==> src/rtl/mc_controller_v2.sv <==
// mc_controller_v2: multicycle RV32I-subset control FSM with a retired-instruction counter.
// Control strobes are decoded from the current state. PCWrite, IRWrite and MemWrite may
// also depend on the ALU flags and on the memory handshake. illegal and instret are registered.
module mc_controller_v2 #(
    parameter int unsigned MEM_HANDSHAKE = 1,
    parameter int unsigned TRAP_EN       = 1,
    parameter int unsigned CNT_W         = 32
) (
    input  logic             clk,
    input  logic             rst_n,
    input  logic             zero,
    input  logic             branchLEG,
    input  logic [6:0]       op,
    input  logic [6:0]       func7,
    input  logic [2:0]       func3,
    input  logic             mem_ready,
    output logic             PCWrite,
    output logic             AdrSrc,
    output logic             MemWrite,
    output logic             IRWrite,
    output logic             RegWrite,
    output logic             mem_req,
    output logic [1:0]       ResultSrc,
    output logic [1:0]       ALUSrcA,
    output logic [1:0]       ALUSrcB,
    output logic [2:0]       ALUControl,
    output logic [2:0]       ImmSrc,
    output logic             illegal,
    output logic [CNT_W-1:0] instret
);

    localparam logic [6:0] OP_R      = 7'b0110011;
    localparam logic [6:0] OP_I      = 7'b0010011;
    localparam logic [6:0] OP_LOAD   = 7'b0000011;
    localparam logic [6:0] OP_STORE  = 7'b0100011;
    localparam logic [6:0] OP_BRANCH = 7'b1100011;
    localparam logic [6:0] OP_JALR   = 7'b1100111;
    localparam logic [6:0] OP_JAL    = 7'b1101111;
    localparam logic [6:0] OP_LUI    = 7'b0110111;
    localparam logic [6:0] OP_AUIPC  = 7'b0010111;
    localparam logic [6:0] F7_BASE   = 7'b0000000;
    localparam logic [6:0] F7_ALT    = 7'b0100000;

    localparam logic [2:0] ALU_AND = 3'b000;
    localparam logic [2:0] ALU_OR  = 3'b001;
    localparam logic [2:0] ALU_ADD = 3'b010;
    localparam logic [2:0] ALU_XOR = 3'b011;
    localparam logic [2:0] ALU_SUB = 3'b110;
    localparam logic [2:0] ALU_SLT = 3'b111;

    typedef enum logic [4:0] {
        S_FETCH, S_DECODE, S_EXEC_R, S_EXEC_I, S_ALU_WB,
        S_MEM_ADR, S_MEM_RD, S_MEM_WB, S_MEM_WR, S_BRANCH,
        S_JALR_LINK, S_JALR_WB, S_JALR_JMP,
        S_JAL_LINK, S_JAL_WB, S_JAL_JMP,
        S_LUI, S_AUIPC, S_TRAP
    } state_t;

    // Destination for an unsupported encoding.
    localparam state_t S_BAD = (TRAP_EN != 0) ? S_TRAP : S_FETCH;

    state_t           r_state;
    state_t           w_state_next;
    logic             w_rdy;
    logic             w_retire;
    logic             w_r_ok;
    logic             w_i_ok;
    logic             w_b_ok;
    logic             w_b_take;
    logic [2:0]       w_r_alu;
    logic [2:0]       w_i_alu;
    logic [2:0]       w_b_alu;
    logic             r_illegal;
    logic [CNT_W-1:0] r_instret;

    // Memory completion: mem_ready is ignored when memory is single-cycle.
    assign w_rdy = (MEM_HANDSHAKE != 0) ? mem_ready : 1'b1;

    // Funct-field decode for register ALU ops, immediate ALU ops and branches.
    always_comb begin
        w_r_ok   = 1'b1;
        w_r_alu  = ALU_ADD;
        w_i_ok   = 1'b1;
        w_i_alu  = ALU_ADD;
        w_b_ok   = 1'b1;
        w_b_alu  = ALU_SUB;
        w_b_take = 1'b0;
        case ({func7, func3})
            {F7_BASE, 3'b000}: w_r_alu = ALU_ADD;
            {F7_ALT,  3'b000}: w_r_alu = ALU_SUB;
            {F7_BASE, 3'b111}: w_r_alu = ALU_AND;
            {F7_BASE, 3'b110}: w_r_alu = ALU_OR;
            {F7_BASE, 3'b100}: w_r_alu = ALU_XOR;
            {F7_BASE, 3'b010}: w_r_alu = ALU_SLT;
            default: begin
                w_r_ok  = 1'b0;
                w_r_alu = ALU_AND;
            end
        endcase
        case (func3)
            3'b000:  w_i_alu = ALU_ADD;
            3'b100:  w_i_alu = ALU_XOR;
            3'b110:  w_i_alu = ALU_OR;
            3'b111:  w_i_alu = ALU_AND;
            3'b010:  w_i_alu = ALU_SLT;
            default: begin
                w_i_ok  = 1'b0;
                w_i_alu = ALU_AND;
            end
        endcase
        case (func3)
            3'b000:  w_b_take = zero;
            3'b001:  w_b_take = ~zero;
            3'b100: begin
                w_b_alu  = ALU_SLT;
                w_b_take = branchLEG;
            end
            3'b101: begin
                w_b_alu  = ALU_SLT;
                w_b_take = ~branchLEG;
            end
            default: w_b_ok = 1'b0;
        endcase
    end

    // State register.
    always_ff @(posedge clk or negedge rst_n) begin
        if (!rst_n) begin
            r_state <= S_FETCH;
        end else begin
            r_state <= w_state_next;
        end
    end

    // Next-state logic; w_retire marks a terminal state completing an instruction.
    always_comb begin
        w_state_next = r_state;
        w_retire     = 1'b0;
        case (r_state)
            S_FETCH:     if (w_rdy) w_state_next = S_DECODE;
            S_DECODE: begin
                case (op)
                    OP_R:               w_state_next = S_EXEC_R;
                    OP_I:               w_state_next = S_EXEC_I;
                    OP_LOAD, OP_STORE:  w_state_next = S_MEM_ADR;
                    OP_BRANCH:          w_state_next = S_BRANCH;
                    OP_JALR:            w_state_next = S_JALR_LINK;
                    OP_JAL:             w_state_next = S_JAL_LINK;
                    OP_LUI:             w_state_next = S_LUI;
                    OP_AUIPC:           w_state_next = S_AUIPC;
                    default:            w_state_next = S_BAD;
                endcase
            end
            S_EXEC_R:    w_state_next = w_r_ok ? S_ALU_WB : S_BAD;
            S_EXEC_I:    w_state_next = w_i_ok ? S_ALU_WB : S_BAD;
            S_MEM_ADR:   w_state_next = op[5] ? S_MEM_WR : S_MEM_RD;
            S_MEM_RD:    if (w_rdy) w_state_next = S_MEM_WB;
            S_MEM_WR: begin
                if (w_rdy) begin
                    w_state_next = S_FETCH;
                    w_retire     = 1'b1;
                end
            end
            S_BRANCH: begin
                w_state_next = w_b_ok ? S_FETCH : S_BAD;
                w_retire     = w_b_ok;
            end
            S_JALR_LINK: w_state_next = S_JALR_WB;
            S_JALR_WB:   w_state_next = S_JALR_JMP;
            S_JAL_LINK:  w_state_next = S_JAL_WB;
            S_JAL_WB:    w_state_next = S_JAL_JMP;
            S_AUIPC:     w_state_next = S_ALU_WB;
            S_ALU_WB, S_MEM_WB, S_JALR_JMP, S_JAL_JMP, S_LUI: begin
                w_state_next = S_FETCH;
                w_retire     = 1'b1;
            end
            S_TRAP:      w_state_next = S_TRAP;
            default:     w_state_next = S_FETCH;
        endcase
    end

    // Output decode; everything not driven by a state stays 0.
    always_comb begin
        PCWrite    = 1'b0;
        AdrSrc     = 1'b0;
        MemWrite   = 1'b0;
        IRWrite    = 1'b0;
        RegWrite   = 1'b0;
        mem_req    = 1'b0;
        ResultSrc  = 2'b00;
        ALUSrcA    = 2'b00;
        ALUSrcB    = 2'b00;
        ALUControl = 3'b000;
        ImmSrc     = 3'b000;
        case (r_state)
            S_FETCH: begin
                mem_req    = 1'b1;
                ALUSrcB    = 2'b10;
                ALUControl = ALU_ADD;
                ResultSrc  = 2'b10;
                IRWrite    = w_rdy;
                PCWrite    = w_rdy;
            end
            S_DECODE: begin
                ALUSrcA    = 2'b01;
                ALUSrcB    = 2'b01;
                ImmSrc     = 3'b010;
                ALUControl = ALU_ADD;
            end
            S_EXEC_R: begin
                ALUSrcA    = 2'b10;
                ALUControl = w_r_alu;
            end
            S_EXEC_I: begin
                ALUSrcA    = 2'b10;
                ALUSrcB    = 2'b01;
                ALUControl = w_i_alu;
            end
            S_ALU_WB, S_JALR_WB, S_JAL_WB: RegWrite = 1'b1;
            S_MEM_ADR: begin
                ALUSrcA    = 2'b10;
                ALUSrcB    = 2'b01;
                ALUControl = ALU_ADD;
                ImmSrc     = op[5] ? 3'b001 : 3'b000;
            end
            S_MEM_RD: begin
                AdrSrc  = 1'b1;
                mem_req = 1'b1;
            end
            S_MEM_WB: begin
                RegWrite  = 1'b1;
                ResultSrc = 2'b01;
            end
            S_MEM_WR: begin
                AdrSrc   = 1'b1;
                mem_req  = 1'b1;
                MemWrite = w_rdy;
            end
            S_BRANCH: begin
                ALUSrcA    = 2'b10;
                ALUControl = w_b_alu;
                PCWrite    = w_b_take;
            end
            S_JALR_LINK, S_JAL_LINK: begin
                ALUSrcA    = 2'b01;
                ALUSrcB    = 2'b10;
                ALUControl = ALU_ADD;
            end
            S_JALR_JMP: begin
                ALUSrcA    = 2'b10;
                ALUSrcB    = 2'b01;
                ALUControl = ALU_ADD;
                ResultSrc  = 2'b10;
                PCWrite    = 1'b1;
            end
            S_JAL_JMP: begin
                ALUSrcA    = 2'b01;
                ALUSrcB    = 2'b01;
                ALUControl = ALU_ADD;
                ImmSrc     = 3'b011;
                ResultSrc  = 2'b10;
                PCWrite    = 1'b1;
            end
            S_LUI: begin
                ImmSrc    = 3'b100;
                ResultSrc = 2'b11;
                RegWrite  = 1'b1;
            end
            S_AUIPC: begin
                ALUSrcA    = 2'b01;
                ALUSrcB    = 2'b01;
                ALUControl = ALU_ADD;
                ImmSrc     = 3'b100;
            end
            default: ;
        endcase
    end

    // Sticky trap flag and retired-instruction counter (wraps naturally).
    always_ff @(posedge clk or negedge rst_n) begin
        if (!rst_n) begin
            r_illegal <= 1'b0;
            r_instret <= '0;
        end else begin
            r_illegal <= r_illegal | (w_state_next == S_TRAP);
            if (w_retire) begin
                r_instret <= r_instret + CNT_W'(1);
            end
        end
    end

    assign illegal = r_illegal;
    assign instret = r_instret;

endmodule

==> config.mk <==
export PLATFORM = sky130hd
export DESIGN_NAME = mc_controller_v2
export DESIGN_NICKNAME = d
export VERILOG_FILES = /design/src/rtl/mc_controller_v2.sv
export SDC_FILE = /design/constraint.sdc
export NUM_CORES = 1
export LEC_CHECK = 0
export ABC_CLOCK_PERIOD_IN_PS = 4800
export BUFFER_PORTS_ARGS = -buffer_cell sky130_fd_sc_hd__buf_2
export CAP_MARGIN = 10
export CORE_MARGIN = 5
export CORE_UTILIZATION = 57
export DETAILED_ROUTE_END_ITERATION = 10
export GPL_TIMING_DRIVEN = 0
export PLACE_DENSITY_LB_ADDON = 0.1
export SLEW_MARGIN = 20
export SYNTH_ARGS = -nofsm -noshare
export SYNTH_HDL_FRONTEND = slang
export SYNTH_SLANG_ARGS = --single-unit
==> constraint.sdc <==
create_clock -name clk -period 4.8 [get_ports clk]
set_input_delay 0.24 -clock clk [delete_from_list [all_inputs] [get_ports clk]]
set_output_delay 0.24 -clock clk [all_outputs]
set_load 0.02 [all_outputs]
==> run summary, run 1 <==
The logs give 280 ps for the clock latency on the worst-skew pair and 4560 ps for the data required time at the worst endpoint. The logs give 0 for the count of buffers added by post-CTS timing repair for setup and 64 for the unique cell type count in the Yosys netlist. Cell area after placement: 3044 µm². After global routing, the most crowded layer is met2. The area growth from synthesis to layout is 20.09%.

Hold is met by 33.47 ps. The maximum number of pins on one net before global-route repair is 39, and the number of buffers added to fix hold violations after cts is 0. The number of rows in the core area came out at 24.

The worst register-to-register path has a setup slack of 2840 ps. The count of cells in the finished layout, fillers not included, comes to 433. The number of endpoints with negative hold slack in the final report is 0.

The core region is 4414 µm². In the global route stage, overall resource usage came out at 21.42%. After synthesis the netlist holds a flip-flop and latch count of 38. The run gives 3.009% as the global-route track usage on met3.

Global routing finished with a remaining overflow of 0. Setup repair after global routing left no endpoint under its margin. Counting tap cells, the placed design contains a total of 426 instances. The final max-slew violation count is 0. The floorplan step set the die width to 77.91 µm. Post-CTS repair changed the size of 0 cells.

Synthesis handed over a netlist of 304 instances. Dividing the synthesized area by the synthesized cell count gives 8.647 µm². The run gives 4 as the number of detailed-route iterations in the first pass. For the sequential-to-total area share from yosys stat, the log shows 36.17%. VDD sags by at most 477.8 µV.

The signal on the critical path passes through buf_2 > clkbuf_1 > buf_2 > nand2_1 > a311oi_1 > a21oi_1 > nor2_1 > buf_2. The min-delay analysis places its worst path in the category input port to asynchronous set/reset pin. The actual slew at the worst max-slew pin came out at 801.2 ps.

The HPWL reported at the end of detailed placement is 4876 µm. The first routing iteration left 114 violations. The synthesized netlist net count was 327; the share of flip-flops with an asynchronous set or reset was 100.0%.

Netlist area before placement: 2629 µm². The logs give 0 for the final setup violation count and 0.9277 for the final RePlAce weighted congestion. Number of max-capacitance violations reported: 0.

0 antenna diodes ended up in the layout. The setup path with the least slack is of type flop to output port. For this run, design rule violations remaining after detail routing come to 0. Ranked by total cell area, the synthesized netlist is headed by dfrtp_1, xnor2_1, nand2_1. The H-tree generated during clock tree synthesis spans 2 levels.

After clock tree synthesis, the clock-pin slew on the worst setup and hold paths is 70 ps. During synthesis, Yosys emitted a total of 0 warnings. The final route contains 2527 vias.

The proportion of netlist area held by the largest area contributor works out to 36.17%. The number of antenna violations at the first check in global routing is 0. STA puts the critical path data arrival time at 2200 ps. The tools report the finished layout cell area as 3157 µm².

TritonCTS built the clock tree. For this block, the routed nets add up to 6494 µm of wire. Summed over all instances, the cell type with the most area after synthesis is dfrtp_1.

The number of synthesized flops with an enable pin is 0. In this run the deepest clock path goes through 2 buffers. Counting I/O delays and the setup requirement, the final critical path takes 2444 ps.

The run gives 0 ps as the accumulated negative setup slack. STA classifies the critical path endpoint as an output port. On the critical path, the stage with the largest delay is an instance of clkbuf_1.

The maximum clock frequency is 0.4092 GHz, and the power per standard cell area is 459.1 nW/µm². The peak fanout along the critical path was 10; the top-level port count was 73. On the worst path, the slowest cell contributes a delay of 350 ps. For met2 alone, demand over resource in global routing was 36.31%. The run gives 6070 µm² as the area of the die. For the via count of the first global-routing pass, the log shows 2407. Count of nets left with antenna violations after detail routing: 0. The run finished with clean final reports.

The met1 usage was 27.99%. The number of CTS-inserted buffers came out at 5. The tools report the count of nets after finishing as 404. In the synthesized netlist the dominant register cell turns out to be dfrtp_1. In this run the static leakage power is 1.558 nW. Among the stages of the critical path, the cell type that occurs most often is buf_2. The tree built by TritonCTS fans out to 38 sinks. The initial utilization of the core area, before any placement, comes to 59.55%. The post-route netlist has 26.77% of its cells at a drive strength greater than 1.

Headroom to the max-slew limit came out at 46.58%. The vertical die dimension is 77.91 µm. The number of buffer cells added on primary ports was 70; the largest clock skew in the final design was 6.721 ps.

In the routed layout, each cell is associated on average with a via count of 5.836. The type of origin of the critical path was a flop. The sum of internal, switching and leakage power is 1.449 mW, and the fraction of the cycle the final worst path needs is 50.91%. The cell chosen for the clock root is clkbuf_8. Dividing the detail-routed wire length by the instance count gives 15.00 µm. The first global-routing pass estimated 10980 µm of wire.
[where the power goes]
part           leakage [nW]  switching [mW]  internal (mW)
Sequential            0.508          0.0286          0.357
Combinational         0.992           0.527          0.269
Clock                0.0573           0.101          0.166
Total                  1.56           0.657          0.792
[layout make-up]
cell class                      count  area [µm²]
Multi-Input combinational cell    242        1573
Fill cell                         352        1257
Sequential cell                    38       950.9
Timing Repair Buffer               70       350.3
Clock buffer                        6       82.58
Buffer                             17       78.83
Tap cell                           52       65.06
Clock inverter                      1       30.03
Inverter                            7       26.28
[path summary, 6_finish.rpt]
kind | depth (start not counted) | endpoint | from
setup / recovery | 8 | ALUSrcA[1] | r_state[0]$_DFF_PN0_
hold / removal | 1 | instret[5]$_DFFE_PN0P_ | rst_n
setup reg to reg | 6 | instret[31]$_DFFE_PN0P_ | r_state[2]$_DFF_PN0_
hold reg to reg | 1 | instret[31]$_DFFE_PN0P_ | instret[31]$_DFFE_PN0P_
max in group asynchronous | 1 | r_state[3]$_DFF_PN0_ | rst_n
min in group clk | 3 | r_state[3]$_DFF_PN0_ | op[6]
[cell families (layout without fill, tap and decap cells)]
group                    count (synthesis)  after routing  share of synthesized area, %
multiplexers                             3              3                         1.190
flip-flops                              38             38                         36.17
buffers and inverters                   24            101                         3.998
AND/OR/NAND/NOR                        146            146                         30.61
adder cells (fa/ha/maj)                  1              1                        0.4759
AO/OA/AOI/OAI                           56             56                         15.56
XOR/XNOR                                36             36                         11.99
[synthesized netlist by cell type, types with 3 or more instances]
cell type and instances:
nand3b_1 4, and3_1 10, nor2_1 23, nand4_1 15, and2_1 8, a31oi_1 3
nor2b_1 5, and4_1 3, a21oi_1 13, nand3_1 12, a22oi_1 3, xnor2_1 25
nor3_1 7, nor4_1 3, nand2_1 36, o21ai_0 10, dfrtp_1 38, xor2_1 11
inv_1 6, buf_2 8, o21a_1 3, clkbuf_1 7, nand2b_1 5
[routing by layer]
metal / routed length [µm] / share of wire, %
met1: 2777 / 43
met5: 0 / 0
met4: 121 / 1.9
met2: 3182 / 49
met3: 412 / 6.3
[flip-flops by register name, summed over array words and instances, names as in the netlist]
signal,cells
illegal,1
instret,32
r_state,5
[critical path: cells and delay by family (launching register included)]
kind | cells | cell delay [ps]
AND/OR/NAND/NOR | 2 | 220
flip-flops | 1 | 320
AO/OA/AOI/OAI | 2 | 350
buffers and inverters | 4 | 1030
[cell usage in the layout, fill, tap and decap left out, types with 2 or more instances in the layout]
| cell | Yosys | layout |
|---|---|---|
| and4_1 | 3 | 3 |
| dfrtp_1 | 38 | 38 |
| nor2b_1 | 5 | 5 |
| a22oi_1 | 3 | 3 |
| nand2b_1 | 5 | 5 |
| nor3_1 | 7 | 7 |
| nand4_1 | 15 | 15 |
| mux2i_1 | 2 | 2 |
| o21ai_0 | 10 | 10 |
| clkbuf_8 | 0 | 6 |
| nand2_1 | 36 | 36 |
| buf_2 | 8 | 78 |
| nand3_1 | 12 | 12 |
| a22o_1 | 2 | 2 |
| nand3b_1 | 4 | 4 |
| a21oi_1 | 13 | 13 |
| a31oi_1 | 3 | 3 |
| clkbuf_1 | 7 | 7 |
| inv_1 | 6 | 6 |
| nor4_1 | 3 | 3 |
| a21o_1 | 2 | 2 |
| nor2_1 | 23 | 23 |
| xor2_1 | 11 | 11 |
| o211ai_1 | 2 | 2 |
| xnor2_1 | 25 | 25 |
| and2_1 | 8 | 8 |
| o21a_1 | 3 | 3 |
| and3_1 | 10 | 10 |
| o22ai_1 | 2 | 2 |
[stage by stage]
stage	setup slack [ps]	utilization, %
after global placement	2698	68.96
after detailed placement	2690	68.96
after floorplan	2481	-
final	2356	71.51
after global routing	2133	71.51
after CTS	2369	71.51
(Power assumes the default switching activity.)
==> run 2: changes to the inputs <==
--- a/config.mk
+++ b/config.mk
@@ -5,11 +5,11 @@
 export SDC_FILE = /design/constraint.sdc
 export NUM_CORES = 1
 export LEC_CHECK = 0
-export ABC_CLOCK_PERIOD_IN_PS = 4800
+export ABC_CLOCK_PERIOD_IN_PS = 2300
 export BUFFER_PORTS_ARGS = -buffer_cell sky130_fd_sc_hd__buf_2
 export CAP_MARGIN = 10
 export CORE_MARGIN = 5
-export CORE_UTILIZATION = 57
+export CORE_UTILIZATION = 53
 export DETAILED_ROUTE_END_ITERATION = 10
 export GPL_TIMING_DRIVEN = 0
 export PLACE_DENSITY_LB_ADDON = 0.1
==> constraint.sdc (replaced) <==
create_clock -name clk -period 2.3 [get_ports clk]
set_input_delay 0.115 -clock clk [delete_from_list [all_inputs] [get_ports clk]]
set_output_delay 0.115 -clock clk [all_outputs]
set_load 0.02 [all_outputs]
==> run 2 against run 1 <==
  * Sequential power up 110%
  * Critical path depth unchanged
  * Sequential cell count did not move
  * Die area up 6.6%
  * Worst hold slack improved by 150 ps
  * First-iteration DRC count increased by 99%
  * Via count up 1.7%
  * Critical endpoint unchanged
==> run summary, run 2 (same netlist as run 1, synthesis figures left out) <==
The flow ran to the end, and the final reports show no timing, DRC or antenna violations. Together, buffers and inverters on the worst path number 4. For the worst-skew pair, the clock arrives at the later sink with an insertion delay of 290 ps. The analysis attributes to cell leakage a power of 1.559 nW.

The largest clock skew in the final design was 7.433 ps; the fraction of the cycle the final worst path needs was 92.51%. DRC violation count after routing: 0. For the overall global routing resource usage, the log shows 20.43%. The most numerous cell on the critical path is buf_2. Type of origin of the critical path: a flop.

The first global-routing pass estimated 10720 µm of wire. The fraction of final layout cells sized beyond drive strength 1 is 27.15%. The clock period minus worst slack works out to 2128 ps.

The top-level port count came out at 73. TritonCTS built the clock tree. STA classifies the critical path endpoint as an output port.

The type of the setup path with the least slack is flop to output port. For the arrival time at the worst endpoint, the log shows 2010 ps. Final max-slew violation count: 0.

The signal on the critical path passes through buf_2 > clkbuf_2 > clkbuf_4 > nand2_1 > a311oi_1 > a21oi_1 > nor2_1 > buf_2. The maximum single-stage delay on the critical path works out to 320 ps. Fraction of power spent switching nets: 47.13%. The wire-length estimate of the detail-placed layout is 4722 µm. The number of endpoints with negative hold slack in the final report was 0; the post-CTS clock slew at the launch and capture registers of the worst setup and hold paths was 70 ps. For flop-to-flop paths, the worst setup slack is 390 ps.

The clock network is responsible for 15.8% of the overall power. Peak fanout along the critical path: 10. In this run the deepest clock path goes through 2 buffers. The H-tree was split into 2 levels. The maximum vdd drop was 596.0 µV.

The run gives 0 as the count of nets left with antenna violations after detail routing. The tools report the number of antenna violations at the first check in global routing as 0. The vertical die dimension came out at 80.43 µm. In the layout the commonest cells are buf_2, dfrtp_1, nand2_1. The actual slew at the worst max-slew pin is 812.7 ps. The most critical setup path has its startpoint at r_state[0]$_DFF_PN0_. The worst pin sits at a relative slew slack of 45.82%.

The number of buffer cells added on primary ports works out to 70. At the end of the flow, the number of nets in the layout was 405. The logs give 1.555 mW for the internal portion of total power and 25 for the number of rows in the core area. The cell chosen for the clock root was clkbuf_8. The register with the most flip-flops in the layout has 32 of them. Combinational logic is responsible for 57.0% of the overall power. The number of clock buffers added by TritonCTS is 5. Setup violations remaining at the end of the flow were counted as 0.

The origin of the critical flop-to-flop path was r_state[0]$_DFF_PN0_. The clock net in this run drives a total of 38 sinks. The worst path meets setup with 172.2 ps of slack. The family of cells with the greatest summed delay on the critical path was buffers and inverters. The antenna diode count was 0; the hold slack was 180.9 ps.

The logs give 27.2% for the power share of the sequential group and 1.387 mW for the net switching power figure. The sum of routed wire length over all layers is 6394 µm, and the maximum clock frequency is 0.4700 GHz. The critical-path cell with the highest stage delay was dfrtp_1. Worst-case setup slack after placement: 348.7 ps. Setup repair after global routing left no endpoint under its margin. The worst register-to-register path has a depth of 7. The data required time at the worst endpoint is 2180 ps. Count of buffers added by post-CTS timing repair for setup: 0.

Across the run, the number of max-cap violations was 0. The die is 80.43 µm wide. At the end of the flow the core is filled with cells to 66.66%. In the final routed layout, each cell accounts on average for 14.21 µm.

The termination of the worst setup path was ALUSrcA[1]. After the first detailed-routing iteration, the DRC count stood at 227. Relative to the synthesized area, the layout overhead comes to 20.56%. For this design the ratio of total power to cell area is 928.2 nW/µm². Counting buffers and inverters, the worst setup path is 8 cells deep. The number of vias per cell after detailed routing was 5.711; the number of detailed-route iterations in the first pass was 5. The area of the die was 6468 µm²; the maximum number of pins on one net before global-route repair was 39. The accumulated negative setup slack was 0 ps. The endpoint identified for the worst register-to-register timing path is illegal$_DFF_PN0_. For the via count of the first global-routing pass, the log shows 2296. The tightest min-delay check is of the input port to flop type.

Floorplan core area: 4755 µm². The total vias in the final route is 2570. Leaving out fill and tap cells, the most frequent cell in the layout is buf_2. Global routing finished with a remaining overflow of 0. At the end of routability-driven placement, the weighted congestion stood at 0.8782.

For this configuration, the core starts out at a cell density of 55.29%.
-- run 2: cell count changes in the layout (fill, tap and decap cells not counted) --
cell,delta
buf_2,-1
bufinv_16,-1
clkbuf_1,-1
clkbuf_2,+2
clkbuf_4,+1
clkinv_2,+1
dlygate4sd3_1,+1
-- run 2: tightest hold or removal path: stages --
cell and delay (ps):
buf_2 130, nand3_1 70, o211ai_1 90
-- run 2: how the worst min path moves through the flow --
stage	end	start	cells past startpoint	slack (ps)
5_1_grt	r_state[3]$_DFF_PN0_	op[6]	3	180
3_5_place_dp	instret[19]$_DFFE_PN0P_	rst_n	1	260
6_report	r_state[3]$_DFF_PN0_	op[6]	3	180
2_1_floorplan	illegal$_DFF_PN0_	rst_n	0	-180
4_1_cts	r_state[3]$_DFF_PN0_	op[6]	3	170
3_3_place_gp	instret[18]$_DFFE_PN0P_	rst_n	1	260
-- run 2: cell type report --
class / count / area [µm²]
fillers: 446 / 1585
multi-input cells: 242 / 1573
flip-flops and latches: 38 / 950.9
repair buffers: 71 / 360.3
clock buffers: 7 / 86.33
plain buffers: 17 / 83.83
well taps: 67 / 83.83
inverters: 7 / 26.28
clock inverters: 1 / 5.005
-- run 2: stage by stage --
step / power, mW / instances / cell area, µm²
after floorplan: 2.008 / 304 / 2629
after global placement: 2.446 / 441 / 3063
after detailed placement: 2.461 / 441 / 3063
after CTS: 2.933 / 450 / 3164
after global routing: 3.158 / 450 / 3169
final: 2.942 / 450 / 3169
-- run 2: what timing repair did --
action,4_1_cts,5_1_grt
hold buffers,1,0
endpoints found under the hold margin,38,0
setup endpoints to repair,0,9
gates resized for setup,0,5
-- run 2: power by group through the flow --
stage | Sequential (mW) | Clock (mW) | Combinational, mW
6_report | 0.801 | 0.464 | 1.68
5_1_grt | 0.809 | 0.510 | 1.84
4_1_cts | 0.800 | 0.479 | 1.65
3_5_place_dp | 0.812 | 0 | 1.65
3_3_place_gp | 0.811 | 0 | 1.64
2_1_floorplan | 0.854 | 0 | 1.15
-- run 2: metal layers --
layer	part of all wire, %	up-vias	GRT usage, %
met5	0	-	0
met4	1.0	0	4.392
met3	9.2	11	4.148
met2	44	117	30.71
met1	46	1196	30.11
li1	-	1246	-
==> run 3: changes to the inputs <==
--- a/config.mk
+++ b/config.mk
@@ -13,6 +13,7 @@
 export DETAILED_ROUTE_END_ITERATION = 10
 export GPL_TIMING_DRIVEN = 0
 export PLACE_DENSITY_LB_ADDON = 0.1
+export RECOVER_POWER = 100
 export SLEW_MARGIN = 20
 export SYNTH_ARGS = -nofsm -noshare
 export SYNTH_HDL_FRONTEND = slang
==> run 3 against run 2 <==
  * First-iteration DRC count increased by 8.4%
  * Highest routed layer unchanged
  * Largest cell class unchanged
  * Largest power group unchanged
  * Setup slack got worse by 27 ps
  * Register-to-register slack lost 200 ps
  * Core utilization decreased by 1.2 points
==> run summary, run 3 (same netlist as run 1, synthesis figures left out) <==
After routing, the total negative slack on setup checks comes to 0 ps. In the routed design, unresolved DRC markers number 0. For the final max-slew violation count, the log shows 0.

The number of rows in the core area came out at 25. The number of buffer cells added on primary ports is 70, and the number of DRC markers after the initial detailed-route iteration is 246. TritonCTS built the clock tree.

In the final routing, the length of wire on met1 measures 3023 µm. In this run the worst path has a maximum fanout of 10. The arrival time at the worst endpoint was 2040 ps; the maximum clock frequency was 0.4641 GHz.

The tools report the final setup violation count as 0. The number of antenna violations at the first check in global routing was 0. The first detailed-routing pass took 5 iterations.

The worst setup path is captured at an output port. In this run the power density over the cells is 936.4 nW/µm². Horizontal extent of the die: 80.43 µm. The endpoint identified for the worst register-to-register timing path is instret[21]$_DFFE_PN0P_. For the antenna diode count, the log shows 0. Setup repair after global routing left no endpoint under its margin.

The later pin in the worst-skew pair is clocked with a latency of 290 ps. The worst hold path passes through 3 cells. STA puts the critical path data required time at 2180 ps.

For this run, the post-layout net count is 405. The cell chosen for the clock root is clkbuf_8. The worst relative slew slack was 40.06%.

The design draws 2.914 mW. From synthesis to final layout, the design area changed by 18.37%. The startpoint identified for the worst register-to-register timing path is r_state[2]$_DFF_PN0_. The floorplan step defined a die boundary enclosing 6468 µm². The number of vias per cell after detailed routing came out at 5.689. For the leakage power figure, the log shows 1.389 nW. The maximum number of pins on one net before global-route repair is 39. The worst-case reg-to-reg path depth works out to 6. The worst hold path begins at op[6].

The tools report the number of max-capacitance violations reported as 0. The tools report the HPWL reported at the end of detailed placement as 4722 µm. The tools report the number of buffers on the longest clock path as 2. The initial core utilization was 55.29%; the actual slew at the worst max-slew pin was 899.0 ps.

The number of clock sinks was 38. The overall global routing resource usage was 20.43%; the post-detailed-route wirelength per cell was 14.36 µm. The library cells used most frequently in the layout, excluding fill and tap cells, are clkbuf_1, dfrtp_1, nand2_1.

Top-level port count: 73. The top layer used by detailed routing was met4. The total overflow left after global routing is 0. The fraction of the cycle the final worst path needs came out at 93.69%. The run gives 0 as the number of endpoints with negative hold slack in the final report. For the floorplan core area, the log shows 4755 µm². The most common library cell in the layout ignoring fill and taps is clkbuf_1. The flow ran to the end, and the final reports show no timing, DRC or antenna violations. The number of clock buffers added by TritonCTS is 5.

For the global-route wire length before repair, the log shows 10720 µm. The tools report the final RePlAce weighted congestion as 0.8782. The critical path is of the flop to output port type.

Summing over every cut layer, the via total after detailed routing is 2560. Clock skew on the completed layout was measured at 6.619 ps. Sink of the worst hold path: r_state[3]$_DFF_PN0_. Detailed routing placed a total of 567 µm of wire on met3.

The H-tree depth reported by CTS is 2, and the maximum vdd drop is 593.9 µV. The sum of routed wire length over all layers is 6460 µm. The vertical die dimension was 80.43 µm.

In the final layout, the share of cells above drive strength 1 is 15.67%. The setup slack on the worst flop-to-flop path is 190 ps. Number of flip-flops under the largest register name: 32. The via count of the first global-routing pass came out at 2296. Once detail routing completed, the nets flagged for antenna violations numbered 0.

The type of origin of the critical path was a flop. Clock period minus worst slack: 2155 ps. Class of the worst hold path: input port to flop. The routed length on met2 is 2810 µm, and the post-CTS clock slew at the launch and capture registers of the worst setup and hold paths is 70 ps.
run 3: what timing repair did:
item / in CTS / in global routing
endpoints found under the hold margin: 38 / 0
hold buffers: 1 / 0
endpoints found under the setup margin: 0 / 9
buffers inserted: 0 / 0
gates resized for setup: 0 / 5
run 3: where the power goes:
part / internal [mW] / switching (mW)
Combinational: 0.534 / 1.12
Sequential: 0.744 / 0.0575
Clock: 0.242 / 0.221
Total: 1.52 / 1.39
run 3: layout make-up:
class                      count  area [µm²]
fill                         466        1643
multi-input combinational    242        1568
sequential                    38       950.9
timing repair buffer          71       307.8
clock buffer                   7       86.33
buffer                        17       83.83
tap                           67       83.83
inverter                       7       26.28
clock inverter                 1       5.005
run 3: metal layers:
layer	global-route usage, %	vias up
met4	4.392	0
met5	0	-
li1	-	1245
met2	30.71	108
met3	4.148	9
met1	30.11	1198
run 3: worst max path at each step:
| stage | from | endpoint | slack (ps) | depth (start not counted) |
|---|---|---|---|---|
| floorplan | r_state[2]$_DFF_PN0_ | RegWrite | 110 | 6 |
| global placement | r_state[2]$_DFF_PN0_ | illegal$_DFF_PN0_ | 370 | 6 |
| detailed placement | r_state[0]$_DFF_PN0_ | ALUSrcA[1] | 350 | 8 |
| CTS | r_state[0]$_DFF_PN0_ | ALUSrcA[1] | 30 | 8 |
| global route | r_state[0]$_DFF_PN0_ | ALUControl[1] | 10 | 9 |
| finish | r_state[0]$_DFF_PN0_ | PCWrite | 150 | 7 |
run 3: stage by stage:
| stage | worst slack (ps) | area (µm²) | utilization, % | instances | hold WS, ps |
|---|---|---|---|---|---|
| 3_3_place_gp | 368.1 | 3063 | 64.42 | 441 | 255.5 |
| 6_report | 145.2 | 3112 | 65.45 | 450 | 180.2 |
| 3_5_place_dp | 348.7 | 3063 | 64.42 | 441 | 260.6 |
| 5_1_grt | 13.68 | 3112 | 65.45 | 450 | 178.5 |
| 4_1_cts | 29.73 | 3164 | 66.55 | 450 | 173.9 |
| 2_1_floorplan | 106.1 | 2629 | - | 304 | -180.6 |
run 3: worst max-delay path, cell delays in order (launching register included):
cell	delay, ps
dfrtp_1	320
buf_2	210
clkbuf_2	250
and2_0	280
nand2_1	120
nor2_1	180
a22o_1	160
clkbuf_1	230
